## config.mk

```make
export PLATFORM = sky130hd
export DESIGN_NAME = alu_issue_stage
export DESIGN_NICKNAME = d
export VERILOG_FILES = /design/src/rtl/alu_issue_stage.sv
export SDC_FILE = /design/constraint.sdc
export NUM_CORES = 1
export LEC_CHECK = 0
export BUFFER_PORTS_ARGS = -buffer_cell sky130_fd_sc_hd__buf_2
export CAP_MARGIN = 20
export CORE_MARGIN = 3
export CORE_UTILIZATION = 40
export CTS_CLUSTER_SIZE = 16
export DETAILED_ROUTE_END_ITERATION = 7
export PLACE_DENSITY = 0.69
export SLEW_MARGIN = 20
export SYNTH_ARGS = -nofsm -noshare
export SYNTH_HDL_FRONTEND = slang
export SYNTH_SLANG_ARGS = --single-unit
```

## constraint.sdc

```tcl
create_clock -name clk -period 3.45 [get_ports clk]
set_input_delay 0.69 -clock clk [delete_from_list [all_inputs] [get_ports clk]]
set_output_delay 0.69 -clock clk [all_outputs]
set_load 0.01 [all_outputs]
```

## src/rtl/alu_issue_stage.sv

```systemverilog
// alu_issue_stage
// ID/EX issue stage. Decodes an RV32I instruction into a 4-bit ALU operation
// code plus the SrcA/SrcB operand pair and registers the result toward the
// ALU. A main register drives the outputs and a skid register absorbs one
// extra entry, so in_ready is a pure flop with no combinational path from
// out_ready.
//
// Ports:
//   clk, reset (sync, active-high), flush (sync pipeline flush)
//   in_valid / in_ready            : upstream handshake (in_ready registered)
//   in_instr, in_rs1_data, in_rs2_data : raw instruction and register values
//   out_valid / out_ready          : downstream handshake toward the ALU
//   out_op, out_src_a, out_src_b   : ALU operation code and operands
//   out_rd, out_reg_write          : destination register and its write enable
//   out_branch, out_br_invert      : conditional branch qualifiers
//   out_illegal                    : unsupported encoding (entry still flows)
module alu_issue_stage #(
    parameter int DATA_WIDTH    = 32,
    parameter int OPCODE_LENGTH = 4
) (
    input  logic                     clk,
    input  logic                     reset,
    input  logic                     flush,
    input  logic                     in_valid,
    output logic                     in_ready,
    input  logic [31:0]              in_instr,
    input  logic [DATA_WIDTH-1:0]    in_rs1_data,
    input  logic [DATA_WIDTH-1:0]    in_rs2_data,
    output logic                     out_valid,
    input  logic                     out_ready,
    output logic [OPCODE_LENGTH-1:0] out_op,
    output logic [DATA_WIDTH-1:0]    out_src_a,
    output logic [DATA_WIDTH-1:0]    out_src_b,
    output logic [4:0]               out_rd,
    output logic                     out_reg_write,
    output logic                     out_branch,
    output logic                     out_br_invert,
    output logic                     out_illegal
);

    localparam logic [OPCODE_LENGTH-1:0] OP_AND    = OPCODE_LENGTH'(4'b0000);
    localparam logic [OPCODE_LENGTH-1:0] OP_XOR    = OPCODE_LENGTH'(4'b0001);
    localparam logic [OPCODE_LENGTH-1:0] OP_SUB    = OPCODE_LENGTH'(4'b0010);
    localparam logic [OPCODE_LENGTH-1:0] OP_OR     = OPCODE_LENGTH'(4'b0011);
    localparam logic [OPCODE_LENGTH-1:0] OP_ADD    = OPCODE_LENGTH'(4'b0100);
    localparam logic [OPCODE_LENGTH-1:0] OP_EQ     = OPCODE_LENGTH'(4'b1000);
    localparam logic [OPCODE_LENGTH-1:0] OP_SLL    = OPCODE_LENGTH'(4'b1001);
    localparam logic [OPCODE_LENGTH-1:0] OP_PASS_B = OPCODE_LENGTH'(4'b1010);
    localparam logic [OPCODE_LENGTH-1:0] OP_SLT    = OPCODE_LENGTH'(4'b1110);

    typedef struct packed {
        logic [OPCODE_LENGTH-1:0] op;
        logic [DATA_WIDTH-1:0]    src_a;
        logic [DATA_WIDTH-1:0]    src_b;
        logic [4:0]               rd;
        logic                     reg_write;
        logic                     branch;
        logic                     br_invert;
        logic                     illegal;
    } entry_t;

    entry_t dec;
    entry_t main_q, main_d, skid_q, skid_d;
    logic   main_vld_q, main_vld_d, skid_vld_q, skid_vld_d;
    logic   in_ready_q, in_ready_d;
    logic   accept, drain;

    logic [6:0]            opcode;
    logic [2:0]            funct3;
    logic [6:0]            funct7;
    logic signed [31:0]    imm_i32, imm_s32, imm_u32;
    logic [DATA_WIDTH-1:0] imm_i, imm_s, imm_u, shamt;

    assign opcode  = in_instr[6:0];
    assign funct3  = in_instr[14:12];
    assign funct7  = in_instr[31:25];
    assign imm_i32 = {{20{in_instr[31]}}, in_instr[31:20]};
    assign imm_s32 = {{20{in_instr[31]}}, in_instr[31:25], in_instr[11:7]};
    assign imm_u32 = {in_instr[31:12], 12'b0};
    // Signed casts sign-extend if the operand width is ever wider than 32.
    assign imm_i   = DATA_WIDTH'(imm_i32);
    assign imm_s   = DATA_WIDTH'(imm_s32);
    assign imm_u   = DATA_WIDTH'(imm_u32);
    assign shamt   = DATA_WIDTH'(in_instr[24:20]);

    always_comb begin
        logic ill;
        ill = 1'b0;
        dec = '0;
        dec.rd = in_instr[11:7];
        case (opcode)
            7'b0110011: begin
                dec.src_a = in_rs1_data;
                dec.src_b = in_rs2_data;
                dec.reg_write = 1'b1;
                case (funct3)
                    3'b000: begin
                        if (funct7 == 7'b0000000)      dec.op = OP_ADD;
                        else if (funct7 == 7'b0100000) dec.op = OP_SUB;
                        else                           ill = 1'b1;
                    end
                    3'b111:  dec.op = OP_AND;
                    3'b110:  dec.op = OP_OR;
                    3'b100:  dec.op = OP_XOR;
                    3'b010:  dec.op = OP_SLT;
                    3'b001: begin
                        if (funct7 == 7'b0000000) dec.op = OP_SLL;
                        else                      ill = 1'b1;
                    end
                    default: ill = 1'b1;
                endcase
            end
            7'b0010011: begin
                dec.src_a = in_rs1_data;
                dec.src_b = imm_i;
                dec.reg_write = 1'b1;
                case (funct3)
                    3'b000:  dec.op = OP_ADD;
                    3'b010:  dec.op = OP_SLT;
                    3'b100:  dec.op = OP_XOR;
                    3'b110:  dec.op = OP_OR;
                    3'b111:  dec.op = OP_AND;
                    3'b001: begin
                        dec.op = OP_SLL;
                        dec.src_b = shamt;
                        if (funct7 != 7'b0000000) ill = 1'b1;
                    end
                    default: ill = 1'b1;
                endcase
            end
            7'b0000011: begin
                dec.op = OP_ADD;
                dec.src_a = in_rs1_data;
                dec.src_b = imm_i;
                dec.reg_write = 1'b1;
                if (funct3 != 3'b010) ill = 1'b1;
            end
            7'b0100011: begin
                dec.op = OP_ADD;
                dec.src_a = in_rs1_data;
                dec.src_b = imm_s;
                if (funct3 != 3'b010) ill = 1'b1;
            end
            7'b1100011: begin
                dec.src_a = in_rs1_data;
                dec.src_b = in_rs2_data;
                dec.branch = 1'b1;
                case (funct3)
                    3'b000:  dec.op = OP_EQ;
                    3'b001: begin
                        dec.op = OP_EQ;
                        dec.br_invert = 1'b1;
                    end
                    3'b100:  dec.op = OP_SLT;
                    default: ill = 1'b1;
                endcase
            end
            7'b0110111: begin
                dec.op = OP_PASS_B;
                dec.src_b = imm_u;
                dec.reg_write = 1'b1;
            end
            default: ill = 1'b1;
        endcase
        // Illegal entries carry only rd and the illegal flag downstream.
        if (ill) begin
            dec = '0;
            dec.rd = in_instr[11:7];
            dec.illegal = 1'b1;
        end
    end

    // Data presented during a flush cycle is dropped even if handshaked.
    assign accept = in_valid && in_ready_q && !flush;
    assign drain  = main_vld_q && out_ready;

    always_comb begin
        main_d     = main_q;
        skid_d     = skid_q;
        main_vld_d = main_vld_q;
        skid_vld_d = skid_vld_q;
        if (flush) begin
            main_vld_d = 1'b0;
            skid_vld_d = 1'b0;
        end else if (drain) begin
            if (skid_vld_q) begin
                // Older skid entry advances; a concurrent accept refills skid.
                main_d     = skid_q;
                skid_vld_d = accept;
                if (accept) skid_d = dec;
            end else begin
                main_vld_d = accept;
                if (accept) main_d = dec;
            end
        end else if (accept) begin
            if (!main_vld_q) begin
                main_vld_d = 1'b1;
                main_d     = dec;
            end else begin
                skid_vld_d = 1'b1;
                skid_d     = dec;
            end
        end
        in_ready_d = !skid_vld_d;
    end

    always_ff @(posedge clk) begin
        if (reset) begin
            main_q     <= '0;
            skid_q     <= '0;
            main_vld_q <= 1'b0;
            skid_vld_q <= 1'b0;
            in_ready_q <= 1'b1;
        end else begin
            main_q     <= main_d;
            skid_q     <= skid_d;
            main_vld_q <= main_vld_d;
            skid_vld_q <= skid_vld_d;
            in_ready_q <= in_ready_d;
        end
    end

    assign in_ready      = in_ready_q;
    assign out_valid     = main_vld_q;
    assign out_op        = main_q.op;
    assign out_src_a     = main_q.src_a;
    assign out_src_b     = main_q.src_b;
    assign out_rd        = main_q.rd;
    assign out_reg_write = main_q.reg_write;
    assign out_branch    = main_q.branch;
    assign out_br_invert = main_q.br_invert;
    assign out_illegal   = main_q.illegal;

endmodule

```

==> summary.md, run 1 <==
| Metric | Value |
|---|---|
| CTS Hold Bufs | 0 |
| ANT cells | 0 |
| Critical path class | in2reg |
| # IOs | 180 |
| F_max | 0.354 GHz |
| Post-Syn Area | around 0.0064 mm^2 |
| Power, Total | 4.22 mW |
| Clock Path Buffers | 2 |
| Most frequent cells in the layout | buf_2 (179), dfxtp_1 (157), nand2_1 (132) |
| Most common cell after layout, fill and taps aside | buf_2 |
| Worst setup EP type | flip-flop |
| Tightest Pin Transition | 1.01 ns |
| Syn Area/Cell | roughly 8.5 um^2 |
| Fin Clk Skew | approximately 0.0099 ns |
| Distinct cell type count after synthesis | 46 |
| Residual DRC | 0 |
| Rel. slew slack | 0.319 |
| CTS resizes | 0 |
| Setup violations, final | 0 |
| Fin crit period | between 2 and 3 ns |
| WP data arrival | 3.12 ns |
| Initial Utilization | 0.416 |
| Status | completed |
| Mapped Cells | 755 |
| Core Rows | 45 |
| Pleak | ~3.3 nW |
| Dpl hpwl | 12600 um |
| Tcrit/Tclk final | 0.820 |
| Ratio of cells with drive above 1 in the final layout | 0.265 |
| Final hold violation count | 0 |
| Core area | around 0.015 mm^2 |
| CTS tree | yes |
| Number of DRC markers in iteration 0 | around 540 |
| Setup TNS Final | 0 ns |
| GP Congestion | 0.898 |
| Drt pass-1 iters | 5 |
| Vias post-DR | 6260 |
| Largest net degree at the start of global routing | 79 |
| Clock transition at path regs | 0.06 ns |
| Post-Synthesis Net Count | approximately 860 |
| Critical Path Fanout Max | 33 |
| Die area | 0.0176 mm^2 |
| Top cell type's share of synthesized area | 0.490 |
| Synthesized flop and latch total | about 160 |
| P&R area growth vs syn | 27.6% |
| Synth area leader | dfxtp_1 |
| First-pass GRT wire length | 31300 um |
| Vias in the first global route | ~5.9k |
| Chip height | 133 um |
| Main area contributors after synthesis | dfxtp_1 (49%), nand2_1 (7.7%), a32oi_1 (4.6%), a22oi_1 (4.6%), o21ai_0 (4.5%) |
| Startpoint type of the worst setup path | input pin |
| Skew-Pair Late Insertion Delay | between 0.4 and 0.5 ns |
| Width of the die | 133 um |
| Clock sinks | 157 |
| Reg2Reg Setup Slack | around 1.2 ns |
| Total gr overflow | 0 |
| Mean routed wirelength per cell | 17.0 um |
| I/O Buffers | 179 |
| Initial antenna violation count | 2 |
| Final wirelength | roughly 19000 um |
| Root Driver | clkbuf_16 |
| Hold Crit Class | reg2reg |
| Slew Limit Fails | 0 |
| Seq/Total Area, Yosys | 0.490 |
| Pwr dens | 516 mW/mm^2 |
| RSZ-0062 raised after global routing | false |
| CTS buffer count | 17 |
| CTS H-tree lvls | 4 |
| Vias per Instance | 5.56 |
| Max Cap Viol | 0 |
| Total global-route track usage | 0.218 |
| Worst EP required | between 3 and 4 ns |
| Post-route ant nets | 0 |
| Fin nets | about 1k |
| Synthesis Warnings | 0 |
| Peak VDD IR | 0.467 mV |
| # Post-CTS Setup Buffers | 0 |
## where the power goes
group | internal [mW] | switching [mW]
Clock | 1.32 | 0.730
Sequential | 1.85 | 0.0190
Combinational | 0.118 | 0.189
## kinds of logic after synthesis
logic type      count (synthesis)  share of synthesized area
mux                             2                    0.00312
fa+ha+maj                       1                    0.00156
buf+inv                        72                     0.0457
flops                         157                      0.490
compound gates                256                      0.278
simple gates                  267                      0.181
## state kept, by name, summed over array words and instances, names as in the netlist
name and count:
out_illegal 1, out_valid 1, out_branch 1, skid_q 77
in_ready 1, out_reg_write 1, out_src_b 32, skid_vld_q 1
out_src_a 32, out_op 4, out_br_invert 1, out_rd 5
## path summary, 6_finish.rpt
kind                     from            end  depth (start not counted)
setup / recovery  in_instr[3]  out_src_b[29]                          9
hold reg to reg    skid_q[62]     skid_q[62]                          2
hold / removal     skid_q[62]     skid_q[62]                          2
setup reg to reg    out_valid     skid_q[67]                          6
## routing by layer
| layer | GRT usage | routed length, um | share of wire | vias up |
|---|---|---|---|---|
| met4 | 0.0577 | 261 | 0.014 | 4 |
| met5 | 0 | 21 | 0.0011 | - |
| met1 | 0.292 | 8400 | 0.44 | 2878 |
| met3 | 0.0719 | 1750 | 0.092 | 23 |
| met2 | 0.338 | 8650 | 0.45 | 275 |
| li1 | - | - | - | 3080 |
## cells in the mapped netlist, drive strengths merged
library cell  count
nand2           132
o2111ai           1
nor2             62
a211oi           36
a2111o            2
a211o             2
nor4              3
a22oi            39
mux2i             2
nand3            35
nand3b            3
o31ai             1
nand4bb           1
or4               1
clkbuf           51
nor3             13
a21oi            21
nor2b             2
nand2b            6
o32ai             2
and3              1
buf              17
o22ai             1
o21ai            76
a31oi             2
a311oi            5
a32oi            34
or2               2
inv               4
a2bb2oi           1
and2              1
a221o             1
maj3              1
a22o              6
a21boi            3
or3               2
dfxtp           157
or3b              3
a221oi           23
## area by class of cell
| type | count | area, um^2 |
|---|---|---|
| clock inverter | 11 | 190 |
| timing repair buffer | 196 | 1060 |
| sequential | 157 | 3140 |
| clock buffer | 20 | 457 |
| tap | 211 | 264 |
| multi-input combinational | 526 | 3050 |
| inverter | 4 | 15.0 |
| fill | 1499 | 7250 |
## metrics by stage
stage / cells / hold WS [ns] / cell area, um^2 / worst slack, ns / util
after floorplan: 755 / 0.416 / 6410 / 0.840 / -
after global placement: 1094 / 0.423 / 7530 / 0.244 / 0.488
after detailed placement: 1094 / 0.429 / 7530 / 0.207 / 0.488
after CTS: 1125 / 0.437 / 8180 / 0.656 / 0.530
after global routing: 1125 / 0.450 / 8180 / 0.421 / 0.530
final: 1125 / 0.434 / 8180 / 0.622 / 0.530
## critical path, cell delays in order
cell      delay (ns)
buf_2           0.11
nand3b_1        0.21
or3b_1          0.42
nor4_1          0.79
nor3_4          0.09
buf_4           0.25
nand2_1         0.08
buf_4           0.34
o21ai_0         0.13
No activity file was read; power rests on OpenSTA's default activity.
==> run 2, diff against run 1 <==
ABC_AREA = 1   (was not set)
clock period = 2.4 ns   (was 3.45 ns; I/O delays follow)
==> summary.md, run 2 <==
| Metric | Value |
|---|---|
| Status | completed |
| Die area | ~0.023 mm^2 |
| Most frequent cells in the layout | nand2_1 (318), buf_2 (179), a21oi_1 (162) |
| Fin crit period | 1.89 ns |
| Fin Clk Skew | 0.00795 ns |
| # Post-CTS Setup Buffers | 0 |
| Pwr dens | 606 mW/mm^2 |
| Hold_ws | roughly 0.30 ns |
| Critical Path Fanout Max | 56 |
| Pleak | 4.61 nW |
| Critical path class | reg2reg |
| Total gr overflow | 0 |
| Register Area | roughly 0.0031 mm^2 |
| CTS resizes | 0 |
| Async set-reset flop share out of synthesis | 0 |
| Final hold violation count | 0 |
| Setup TNS Final | 0 ns |
| Clock power frac | 0.461 |
| Vias per Instance | 4.93 |
| CTS tree | yes |
| Area of the multi-input gates | approximately 0.0043 mm^2 |
| Post-Syn Area | 0.00850 mm^2 |
| F_max | between 0.5 and 0.6 GHz |
| Largest net degree at the start of global routing | 109 |
| Synthesis Warnings | 0 |
| Slew Limit Fails | 0 |
| Top cell type's share of synthesized area | 0.370 |
| Psw | around 1.5 mW |
| Synthesized flop and latch total | 157 |
| Clock sinks | 157 |
| Chip height | 152 um |
| Distinct cell type count after synthesis | 27 |
| Core Rows | between 50 and 60 |
| Rel. slew slack | 0.626 |
| Dpl hpwl | 14600 um |
| Synth area leader | dfxtp_1 |
| Width of the die | between 150 and 200 um |
| Startpoint type of the worst setup path | flip-flop |
| CTS Hold Bufs | 0 |
| Post-Synthesis Net Count | 1321 |
| Max Cap Viol | 0 |
| Comb power frac | 0.092 |
| Commonest cells post-synth | nand2_1 (318), a21oi_1 (162), dfxtp_1 (157) |
| Number of fill cells in the layout | between 2k and 2.5k |
| Hold Crit Class | in2reg |
| Main area contributors after synthesis | dfxtp_1 (37%), nand2_1 (14%), a21oi_1 (9.5%), nand3_2 (7.4%), a21oi_2 (6.4%) |
| ANT cells | 0 |
| Root Driver | clkbuf_16 |
| Worst EP required | around 2.8 ns |
| I/O Buffers | 179 |
| Ratio of cells with drive above 1 in the final layout | 0.277 |
| Setup violations, final | 0 |
| Final core occ | 0.490 |
| WP data arrival | 2.24 ns |
| CTS buffer count | 17 |
| GP Congestion | 0.877 |
| Seq/Total Area, Yosys | 0.370 |
| Final wirelength | 22600 um |
| Peak VDD IR | 0.413 mV |
| Pint | 4.63 mW |
| P&R area growth vs syn | 18.7% |
| Syn Area/Cell | 6.96 um^2 |
| EDFF count, synth | 0 |
| Largest Register | skid_q |
| Worst setup EP type | flip-flop |
| Post-route ant nets | 0 |
| RSZ-0062 raised after global routing | false |
| CTS H-tree lvls | 4 |
| Vias in the first global route | 7094 |
| Skew-Pair Late Insertion Delay | 0.42 ns |
| Net Sw Frac | 0.243 |
| Initial Utilization | 0.413 |
| Initial antenna violation count | 0 |
| First-pass GRT wire length | 36200 um |
| Flop pwr share | 0.447 |
| Number of DRC markers in iteration 0 | 459 |
| Clock transition at path regs | 0.06 ns |
| Vias post-DR | 8033 |
| Mean routed wirelength per cell | 13.9 um |
| Max reg flops | 77 |
| Most common cell after layout, fill and taps aside | nand2_1 |
| Residual DRC | 0 |
| Clock Path Buffers | 2 |
| Drt pass-1 iters | 5 |
| Core area | 0.0206 mm^2 |
| Total global-route track usage | 0.196 |
| Tightest Pin Transition | 0.561 ns |
| Mapped Cells | 1220 |
| # IOs | 180 |
| Tcrit/Tclk final | 0.786 |
| Main flop type after synthesis | dfxtp_1 |
| Most frequent cell after synthesis | nand2_1 |
| Fin nets | 1449 |
run 2: changes by cell type in the layout (fill, tap and decap cells not counted), moves of 34 or more:
cell,previous run,this run
a211oi_1,36,0
nand3_2,0,63
a22oi_1,39,0
a21oi_1,19,162
inv_1,4,138
a21oi_2,1,62
nand2_1,132,318
a32oi_1,34,0
run 2: cell families (layout without fill, tap and decap cells):
kind of cell / Yosys count / count (layout) / synth area share
simple gates: 506 / 506 / 0.284
compound gates: 320 / 320 / 0.218
flops: 157 / 157 / 0.370
buf+inv: 237 / 376 / 0.128
run 2: power by group through the flow:
stage	Sequential (mW)	Combinational [mW]	Clock, mW
floorplan	2.81	0.323	0
global route	2.74	0.637	2.99
CTS	2.73	0.567	2.87
detailed placement	2.79	0.564	0
finish	2.73	0.564	2.82
global placement	2.79	0.556	0
run 2: through the flow:
stage	total power, mW	std cells	worst slack, ns	cell area [um^2]
2_1_floorplan	3.13	1220	0.660	8500
3_3_place_gp	3.34	1599	0.181	9480
3_5_place_dp	3.35	1599	0.0977	9480
4_1_cts	6.16	1629	0.489	10100
5_1_grt	6.36	1629	0.288	10100
6_report	6.11	1629	0.514	10100
run 2: layout make-up:
type	instances	share of cell area
repair buffers	200	0.114
clock buffers	19	0.0429
multi-input cells	826	0.425
inverters	146	0.0551
flip-flops and latches	157	0.312
well taps	270	0.0335
clock inverters	11	0.0169
run 2: critical path: stages (launching register included):
cell and delay [ns]:
dfxtp_1 0.43, nand2_1 0.14, nor2_4 0.16, inv_4 0.05, nand2_1 0.08, nand2_1 0.11, inv_4 0.08, buf_4 0.41
o21ai_0 0.17, a21oi_1 0.15
run 2: worst paths after layout:
path / from / end / slack [ns] / cells after the start
setup reg to reg: out_valid / skid_q[56] / 0.51 / 9
hold / removal: reset / out_branch / 0.30 / 2
hold reg to reg: out_rd[2] / out_rd[2] / 0.44 / 2
setup / recovery: out_valid / skid_q[56] / 0.51 / 9
run 2: per-layer routing:
layer	vias to the layer above	global-route usage	wire, um
li1	4154	-	-
met2	271	0.314	10100
met3	32	0.0381	1450
met4	0	0.0683	506
met1	3576	0.264	10600
met5	-	0	0
==> run 3, diff against run 2 <==
PLACE_DENSITY = 0.67   (was 0.69)
clock period = 1.8 ns   (was 2.4 ns; I/O delays follow)
==> summary.md, run 3 (synthesis gave the netlist of run 2 again) <==
| Metric | Value |
|---|---|
| WP data arrival | 1.95 ns |
| Net Sw Frac | 0.248 |
| Drt pass-1 iters | 5 |
| Core Rows | 52 |
| ANT cells | 0 |
| RSZ-0062 raised after global routing | false |
| Psw | 2.05 mW |
| CTS H-tree lvls | 4 |
| F_max | 0.610 GHz |
| Startpoint type of the worst setup path | flip-flop |
| CTS Hold Bufs | 0 |
| CTS buffer count | 17 |
| Post-route ant nets | 0 |
| Rel. slew slack | 0.622 |
| Pleak | 5.00 nW |
| Setup violations, final | 0 |
| Max Cap Viol | 0 |
| Most frequent cells in the layout | nand2_1 (318), buf_2 (179), a21oi_1 (162) |
| Vias post-DR | 8266 |
| Status | completed |
| Residual DRC | 0 |
| Largest net degree at the start of global routing | 65 |
| Tcrit/Tclk final | 0.911 |
| Width of the die | 152 um |
| Placed cell count | 1658 |
| GP Congestion | 0.875 |
| Final hold violation count | 0 |
| Clock Path Buffers | 2 |
| Total global-route track usage | 0.203 |
| # IOs | 180 |
| Clock power frac | 0.457 |
| Mean routed wirelength per cell | 13.8 um |
| Dpl hpwl | 16200 um |
| Worst EP required | between 2 and 2.5 ns |
| Hold Crit Class | in2reg |
| Clock sinks | roughly 160 |
| Largest Register | skid_q |
| Root Driver | clkbuf_16 |
| I/O Buffers | 179 |
| Final wirelength | 23300 um |
| Clock transition at path regs | 0.06 ns |
| Fin crit period | 1.64 ns |
| Critical path class | reg2reg |
| Design Area, Final | 0.0108 mm^2 |
| Comb power frac | 0.103 |
| Peak VDD IR | 0.551 mV |
| Slew Limit Fails | 0 |
| Vias in the first global route | 7603 |
| Placed Area | 0.0101 mm^2 |
| Worst setup EP type | flip-flop |
| Initial antenna violation count | 1 |
| First-pass GRT wire length | 37800 um |
| Fin Clk Skew | 0.00863 ns |
| Ratio of cells with drive above 1 in the final layout | 0.312 |
| Max reg flops | 77 |
| P&R area growth vs syn | 27.0% |
| Total gr overflow | 0 |
| Critical Path Fanout Max | 30 |
| Chip height | 152 um |
| Most common cell after layout, fill and taps aside | nand2_1 |
| Vias per Instance | around 4.9 |
| CTS tree | yes |
| Skew-Pair Late Insertion Delay | 0.42 ns |
| Die area | 0.0230 mm^2 |
| Fin nets | between 1.5k and 2k |
| Pint | around 6.2 mW |
| Tightest Pin Transition | 0.567 ns |
| Flop pwr share | 0.440 |
| Core area | 0.0206 mm^2 |
| Number of DRC markers in iteration 0 | 430 |
| Initial Utilization | 0.413 |
| Post-Layout Cell Count | roughly 1.7k |
| Pwr dens | about 770 mW/mm^2 |
| Final core occ | 0.525 |
run 3: changes by cell type in the layout (fill, tap and decap cells not counted), moves of 3 or more:
cell	change
o21ai_1	+3
clkinv_4	+3
o21ai_0	-3
buf_4	+46
buf_12	+16
run 3: area by class of cell:
class / count / area (um^2)
Clock buffer: 20 / 457
Tap cell: 270 / 338
Sequential cell: 157 / 3140
Clock inverter: 12 / 160
Timing Repair Buffer: 263 / 1850
Multi-Input combinational cell: 826 / 4290
Inverter: 146 / 558
Fill cell: 1984 / 9770
run 3: per-stage QoR:
step	hold slack [ns]	total power [mW]	worst slack, ns	TNS [ns]
6_report	0.174	8.28	0.159	0
5_1_grt	0.171	8.62	0.00497	0
4_1_cts	0.159	8.36	0.0136	0
3_5_place_dp	0.435	4.58	-0.112	-9.12
3_3_place_gp	0.432	4.57	-0.0785	-5.25
2_1_floorplan	0.425	4.17	0.147	0
run 3: power groups by stage:
stage | Clock, mW | Combinational, mW | Sequential (mW)
3_5_place_dp | 0 | 0.857 | 3.72
4_1_cts | 3.86 | 0.861 | 3.64
6_report | 3.78 | 0.854 | 3.64
2_1_floorplan | 0 | 0.430 | 3.74
3_3_place_gp | 0 | 0.850 | 3.72
5_1_grt | 4.01 | 0.960 | 3.65
run 3: routing by layer:
metal	vias to the layer above	track usage	wire (um)
met5	-	0	7
met4	2	0.0503	359
met3	27	0.0354	1440
met2	247	0.341	10800
met1	3689	0.272	10700
li1	4301	-	-
run 3: repair_timing:
item                       4_1_cts  5_1_grt
setup buffers                    0        4
hold endpoints to repair         0        0
setup endpoints to repair        6       68
pin swaps                        0        1
gates resized for setup          1        6
run 3: worst max-delay path, cell delays in order (launching register included):
cell       delay, ns
dfxtp_1         0.32
nand2_1         0.10
o21ai_0         0.20
buf_4           0.16
o2111ai_4       0.13
buf_12          0.20
buf_12          0.17
a21oi_1         0.16
a21oi_2         0.08
run 3: path summary, 6_finish.rpt:
kind / startpoint / endpoint / slack [ns] / depth (start not counted)
min reg2reg: out_rd[2] / out_rd[2] / 0.44 / 2
max: in_ready / out_src_b[19] / 0.16 / 8
max reg2reg: in_ready / out_src_b[19] / 0.16 / 8
min: reset / out_br_invert / 0.17 / 2
